--- src/rtl/i2s_master_ctrl_pkg.sv ---
// Helper functions shared by the I2S master controller and its prescaler.
package i2s_master_ctrl_pkg;

  // Terminal value of the 8-bit sck divider for a given half-period length.
  function automatic logic [7:0] div_last(input int unsigned d);
    return 8'(d - 1);
  endfunction

  // Terminal value of the 5-bit bit-in-slot counter for a given slot width.
  function automatic logic [4:0] bit_last(input int unsigned f);
    return 5'(f - 1);
  endfunction

  // Length of one stereo frame in clk cycles.
  function automatic int unsigned frame_clks(input int unsigned d, input int unsigned f);
    return 4 * d * f;
  endfunction

endpackage

--- src/rtl/i2s_master_ctrl_sck_prescaler.sv ---
// sck generator: divides clk by 2*div while active.
// It emits registered rise/fall strobes alongside sck and a combinational
// "falling now" flag so the parent can move ws in the same edge.
module sck_prescaler
  import i2s_master_ctrl_pkg::*;
#(
  parameter int unsigned div = 4
) (
  input  logic clk,
  input  logic rst,
  input  logic i_active,
  input  logic i_quiet_fall,
  output logic o_sck,
  output logic o_rise_stb,
  output logic o_fall_stb,
  output logic o_fall_now
);

  localparam int unsigned            DCNT_W    = 8;
  localparam logic [DCNT_W-1:0]      DCNT_LAST = div_last(div);

  logic [DCNT_W-1:0] r_dcnt     = '0;
  logic              r_sck      = 1'b0;
  logic              r_rise_stb = 1'b0;
  logic              r_fall_stb = 1'b0;
  logic              w_wrap;

  assign w_wrap     = i_active && (r_dcnt == DCNT_LAST);
  assign o_fall_now = w_wrap && r_sck;
  assign o_sck      = r_sck;
  assign o_rise_stb = r_rise_stb;
  assign o_fall_stb = r_fall_stb;

  // Divider count, sck toggle on wrap, and edge strobes; the frame-ending fall is kept quiet.
  always_ff @(posedge clk or posedge rst) begin
    if (rst) begin
      r_dcnt     <= '0;
      r_sck      <= 1'b0;
      r_rise_stb <= 1'b0;
      r_fall_stb <= 1'b0;
    end else if (!i_active) begin
      r_dcnt     <= '0;
      r_sck      <= 1'b0;
      r_rise_stb <= 1'b0;
      r_fall_stb <= 1'b0;
    end else begin
      r_rise_stb <= w_wrap && !r_sck;
      r_fall_stb <= w_wrap && r_sck && !i_quiet_fall;
      if (w_wrap) begin
        r_dcnt <= '0;
        r_sck  <= ~r_sck;
      end else begin
        r_dcnt <= r_dcnt + 8'd1;
      end
    end
  end

endmodule

--- src/rtl/i2s_master_ctrl.sv ---
// I2S master clock/word-select controller.
// It has three states: IDLE, RUN and DRAIN. Draining always finishes the
// current right slot, so a started frame is never cut short.
module i2s_master_ctrl
  import i2s_master_ctrl_pkg::*;
#(
  parameter int unsigned div = 4,
  parameter int unsigned fw  = 16
) (
  input  logic clk,
  input  logic rst,
  input  logic en,
  output logic sck,
  output logic ws,
  output logic rise_stb,
  output logic fall_stb,
  output logic l_stb,
  output logic r_stb,
  output logic busy
);

  localparam int unsigned       BCNT_W    = 5;
  localparam logic [BCNT_W-1:0] BCNT_LAST = bit_last(fw);

  typedef enum logic [1:0] {
    S_IDLE  = 2'd0,
    S_RUN   = 2'd1,
    S_DRAIN = 2'd2
  } state_t;

  state_t            r_state = S_IDLE;
  state_t            w_state_nxt;
  logic [BCNT_W-1:0] r_bcnt  = BCNT_LAST;
  logic              r_ws    = 1'b1;
  logic              r_l_stb = 1'b0;
  logic              r_r_stb = 1'b0;
  logic              w_busy;
  logic              w_fall_now;
  logic              w_last;
  logic              w_term;

  assign w_busy = (r_state != S_IDLE);
  assign w_last = (r_bcnt == BCNT_LAST);
  // Frame ends on the last fall of a right slot while draining and not re-enabled.
  assign w_term = (r_state == S_DRAIN) && !en && w_fall_now && w_last && r_ws;

  sck_prescaler #(
    .div(div)
  ) u_sck_prescaler (
    .clk         (clk),
    .rst         (rst),
    .i_active    (w_busy),
    .i_quiet_fall(w_term),
    .o_sck       (sck),
    .o_rise_stb  (rise_stb),
    .o_fall_stb  (fall_stb),
    .o_fall_now  (w_fall_now)
  );

  // State register.
  always_ff @(posedge clk or posedge rst) begin
    if (rst) r_state <= S_IDLE;
    else     r_state <= w_state_nxt;
  end

  // Next-state logic.
  always_comb begin
    w_state_nxt = r_state;
    case (r_state)
      S_IDLE:  if (en) w_state_nxt = S_RUN;
      S_RUN:   if (!en) w_state_nxt = S_DRAIN;
      S_DRAIN: begin
        if (en)          w_state_nxt = S_RUN;
        else if (w_term) w_state_nxt = S_IDLE;
      end
      default: w_state_nxt = S_IDLE;
    endcase
  end

  // Bit counter and ws advance on sck falling edges; slot boundary toggles ws with a strobe.
  always_ff @(posedge clk or posedge rst) begin
    if (rst) begin
      r_bcnt  <= BCNT_LAST;
      r_ws    <= 1'b1;
      r_l_stb <= 1'b0;
      r_r_stb <= 1'b0;
    end else begin
      r_l_stb <= 1'b0;
      r_r_stb <= 1'b0;
      if (!w_busy) begin
        r_bcnt <= BCNT_LAST;
        r_ws   <= 1'b1;
      end else if (w_fall_now) begin
        if (w_term) begin
          r_bcnt <= BCNT_LAST;
        end else if (w_last) begin
          r_bcnt  <= '0;
          r_ws    <= ~r_ws;
          r_l_stb <= r_ws;
          r_r_stb <= ~r_ws;
        end else begin
          r_bcnt <= r_bcnt + 5'd1;
        end
      end
    end
  end

  assign ws    = r_ws;
  assign l_stb = r_l_stb;
  assign r_stb = r_r_stb;
  assign busy  = w_busy;

endmodule

--- config.mk ---
export PLATFORM = sky130hd
export DESIGN_NAME = i2s_master_ctrl
export DESIGN_NICKNAME = d
export VERILOG_FILES = /design/src/rtl/i2s_master_ctrl_pkg.sv /design/src/rtl/i2s_master_ctrl_sck_prescaler.sv /design/src/rtl/i2s_master_ctrl.sv
export SDC_FILE = /design/constraint.sdc
export NUM_CORES = 1
export LEC_CHECK = 0
export CORE_MARGIN = 2
export CORE_UTILIZATION = 54
export CTS_CLUSTER_SIZE = 20
export DETAILED_ROUTE_END_ITERATION = 8
export GPL_ROUTABILITY_DRIVEN = 0
export HOLD_SLACK_MARGIN = 0.12
export PLACE_DENSITY_LB_ADDON = 0.15
export SYNTH_ARGS = -nofsm -noshare
export SYNTH_HDL_FRONTEND = slang
export SYNTH_SLANG_ARGS = --single-unit
--- constraint.sdc ---
create_clock -name clk -period 1.8 [get_ports clk]
set_input_delay 0.36 -clock clk [delete_from_list [all_inputs] [get_ports clk]]
set_output_delay 0.36 -clock clk [all_outputs]
set_load 0.01 [all_outputs]
==> summary.txt <==
Status
  – Result of the run: completed

Timing
  – Final clock skew: 0.001851 ns
  – Slew Viols, Final: 0
  – Setup TNS: 0 ns
  – Transition time at the pin with the least slew margin: 0.2906 ns
  – Final critical delay including setup and external delays: 1.730 ns
  – Worst max-slew margin expressed relative to the limit: 80.55%
  – Ratio of final minimum period to clock period: 96.09%
  – Maximum achievable frequency: 0.5782 GHz
  – RSZ-0062 raised after global routing: false
  – Hold Vio Cnt, Final: 0
  – Setup-failing EPs final: 0
  – Least setup slack across all paths after layout: 0.07039 ns

Placement
  – Placed wire-length estimate after detailed placement: 1.246 mm
  – Port bufs: 9
  – Worst-case setup slack after placement: 0.1339 ns

Logic synthesis
  – Post-Synthesis Cell Area: 1008 um2
  – Number of cells produced by synthesis: 93
  – Dominant cell type by area after synthesis: sky130_fd_sc_hd__dfrtp_1
  – Most used flip-flop cell after synthesis: sky130_fd_sc_hd__dfrtp_1
  – Ys async rst share: 100.0%
  – Count of flip-flops with a built-in enable after synthesis: 0
  – Post-synth top area share: 39.70%
  – Post-synthesis register bit count: 21
  – Per-instance average area after synthesis: 10.84 um2
  – Top cells by area in the synthesized netlist: sky130_fd_sc_hd__dfrtp_1 40%, sky130_fd_sc_hd__dfstp_2 13%, sky130_fd_sc_hd__xor2_1 6.1%
  – Count of warnings emitted by yosys: 0
  – Sequential element share of the synthesized area: 52.73%
  – Number of different library cells in the post-synthesis netlist: 31
  – Syn nets: 98

Worst setup path
  – Critical path startpoint category: register
  – Critical Path Slowest Stage Cell: sky130_fd_sc_hd__dfstp_2
  – Buffers & Inverters on Critical Path: 1
  – Data required time of the worst path: 1.44 ns
  – Arrival time at the worst endpoint: 1.37 ns
  – Cell family with most CP delay: flip-flops
  – Cell Chain, Critical Path: clkdlybuf4s50_1
  – Slowest stage delay, CP: 0.55 ns
  – Worst setup path category: reg -> out
  – Critical Path Sink Type: output port
  – Maximum fanout along the worst path: 2

Die
  – Vertical extent of the die: 47.22 um
  – Total number of placement rows: 15
  – Starting Density: 57.78%
  – Full die area: 2229 um2
  – I/O pins: 10
  – Die outline width: 47.22 um
  – Core area: 1745 um2

Power and ir drop
  – Peak ir drop on the vdd network: 539.3 uV
  – Switching Power: 0.3195 mW
  – Part of the total power dissipated in the clock network: 21.6%
  – Part of the total power dissipated in sequential elements: 55.9%
  – Leakage power summed over all cells: 0.5120 nW
  – Switching part of the total: 30.74%
  – Internal power: 0.7198 mW
  – Combinational share of power: 22.6%
  – Total power per unit cell area: 883.7 nW/um2

Clocking
  – Clock H-tree levels: 1
  – Clock Tree Root: sky130_fd_sc_hd__clkbuf_4
  – Clock Pin Slew Worst Setup and Hold Paths: 0.11 ns
  – Hold bufs inserted after CTS: 0
  – Max Root-Sink Buffers: 2
  – Clock latency at the later pin of the worst-skew pair: 0.30 ns
  – CTS tree: yes
  – Clock buffer count from CTS: 3
  – Clock sinks: 21

Hold path
  – HP Class: in -> async

Final layout
  – Area delta synth->final: 16.63%
  – Register with the highest flop count: u_sck_prescaler.r_dcnt
  – Ant. Diodes: 0
  – Highest-count cells in the layout ignoring fill and taps: 15 x sky130_fd_sc_hd__dfrtp_1, 12 x sky130_fd_sc_hd__nor2_1, 8 x sky130_fd_sc_hd__nand3_1, 8 x sky130_fd_sc_hd__clkdlybuf4s50_1, 7 x sky130_fd_sc_hd__xor2_1
  – Max reg flops: 8
  – Regs by FF count: u_sck_prescaler.r_dcnt x8, r_bcnt x5, r_state x2
  – Fraction of final layout cells with drive strength greater than 1: 20.18%
  – Filler Cells Inserted: 137
  – Number of nets in the layout: 115
  – Most common cell after layout, fill and taps aside: sky130_fd_sc_hd__dfrtp_1
  – Fin util: 67.38%

Drt
  – Vias post-DR: 740
  – Initial DRC Count: 12
  – Post-Route WL: 1.755 mm
  – Detail Route Antenna Nets: 0
  – Detail-routed net length per standard cell: 13.10 um
  – DR DRC count: 0
  – Via density per instance: 5.522
  – Number of detailed-routing iterations run before antenna repair: 4

Run
  – Number of max-cap violations: 0

Global routing
  – Sum of overflow across all layers after global routing: 0
  – Total routing resource utilization after global routing: 18.38%
  – Global-route wire length before repair: 2.849 mm
  – Maximum number of pins on one net before global-route repair: 22
  – Antenna violations before repair: 0
  – Via count of the first global-routing pass: 632
[cells in the mapped netlist (all sizes together), types with 2 or more instances]
cell type  instances
a21oi              4
a31oi              3
a41oi              2
and3               4
dfrtp             16
dfstp              5
ha                 2
inv                3
nand2              5
nand3              8
nor2              13
nor3               7
nor4b              2
o21ai              3
xor2               7
[layout make-up]
cell class / instances / area, um2 / area share (%)
tap: 25 / 31.28 / 2.660
inverter: 4 / 15.01 / 1.277
sequential: 21 / 533.0 / 45.32
multi-input combinational: 67 / 451.7 / 38.40
clock buffer: 4 / 26.28 / 2.234
timing repair buffer: 13 / 118.9 / 10.11
[power groups by stage]
stage,registers (mW),clock network (mW),logic (mW)
floorplan,0.584,0,0.156
global placement,0.587,0,0.232
detailed placement,0.590,0,0.232
CTS,0.579,0.231,0.234
global route,0.590,0.252,0.266
finish,0.581,0.224,0.235
[layer usage]
layer | vias to the layer above | global-route usage (%) | part of all wire [%]
met5 | - | 0 | 0
met4 | 0 | 6.667 | 0.34
met3 | 2 | 3.462 | 2.5
met2 | 13 | 25.21 | 44
met1 | 356 | 28.54 | 53
li1 | 369 | - | -
[cells by family (layout without fill, tap and decap cells)]
kind of cell,after synthesis,after routing,synth area share (%)
adder cells (fa/ha/maj),2,2,2.481
XOR/XNOR,8,8,6.948
flip-flops,21,21,52.73
AND/OR/NAND/NOR,43,43,25.06
AO/OA/AOI/OAI,14,14,10.17
buffers and inverters,5,21,2.605
[worst paths after layout]
kind,start,endpoint,slack [ns],cells after the start
setup / recovery,ws,ws,0.07,1
setup reg to reg,u_sck_prescaler.r_dcnt[0],r_state[1],0.18,5
max in group asynchronous,rst,ws,1.16,3
hold reg to reg,r_bcnt[4],r_bcnt[4],0.51,2
min in group clk,r_bcnt[4],r_bcnt[4],0.51,2
hold / removal,rst,u_sck_prescaler.r_dcnt[5],0.38,3
[timing repair]
action / in CTS / in global routing
endpoints found under the setup margin: 2 / 3
gates cloned: 0 / 0
pin swaps: 0 / 0
gates resized for setup: 2 / 1
setup buffers: 1 / 0
[per-stage QoR]
stage	hold WS (ns)	total power, mW	std cells	cell area, um2
2_1_floorplan	0.3328	0.7398	93	1008
3_3_place_gp	0.4859	0.8192	129	1141
3_5_place_dp	0.4996	0.8216	129	1141
4_1_cts	0.3864	1.045	134	1175
5_1_grt	0.3992	1.108	134	1176
6_report	0.3810	1.039	134	1176
Note: power is estimated with default switching activity, not from simulation.
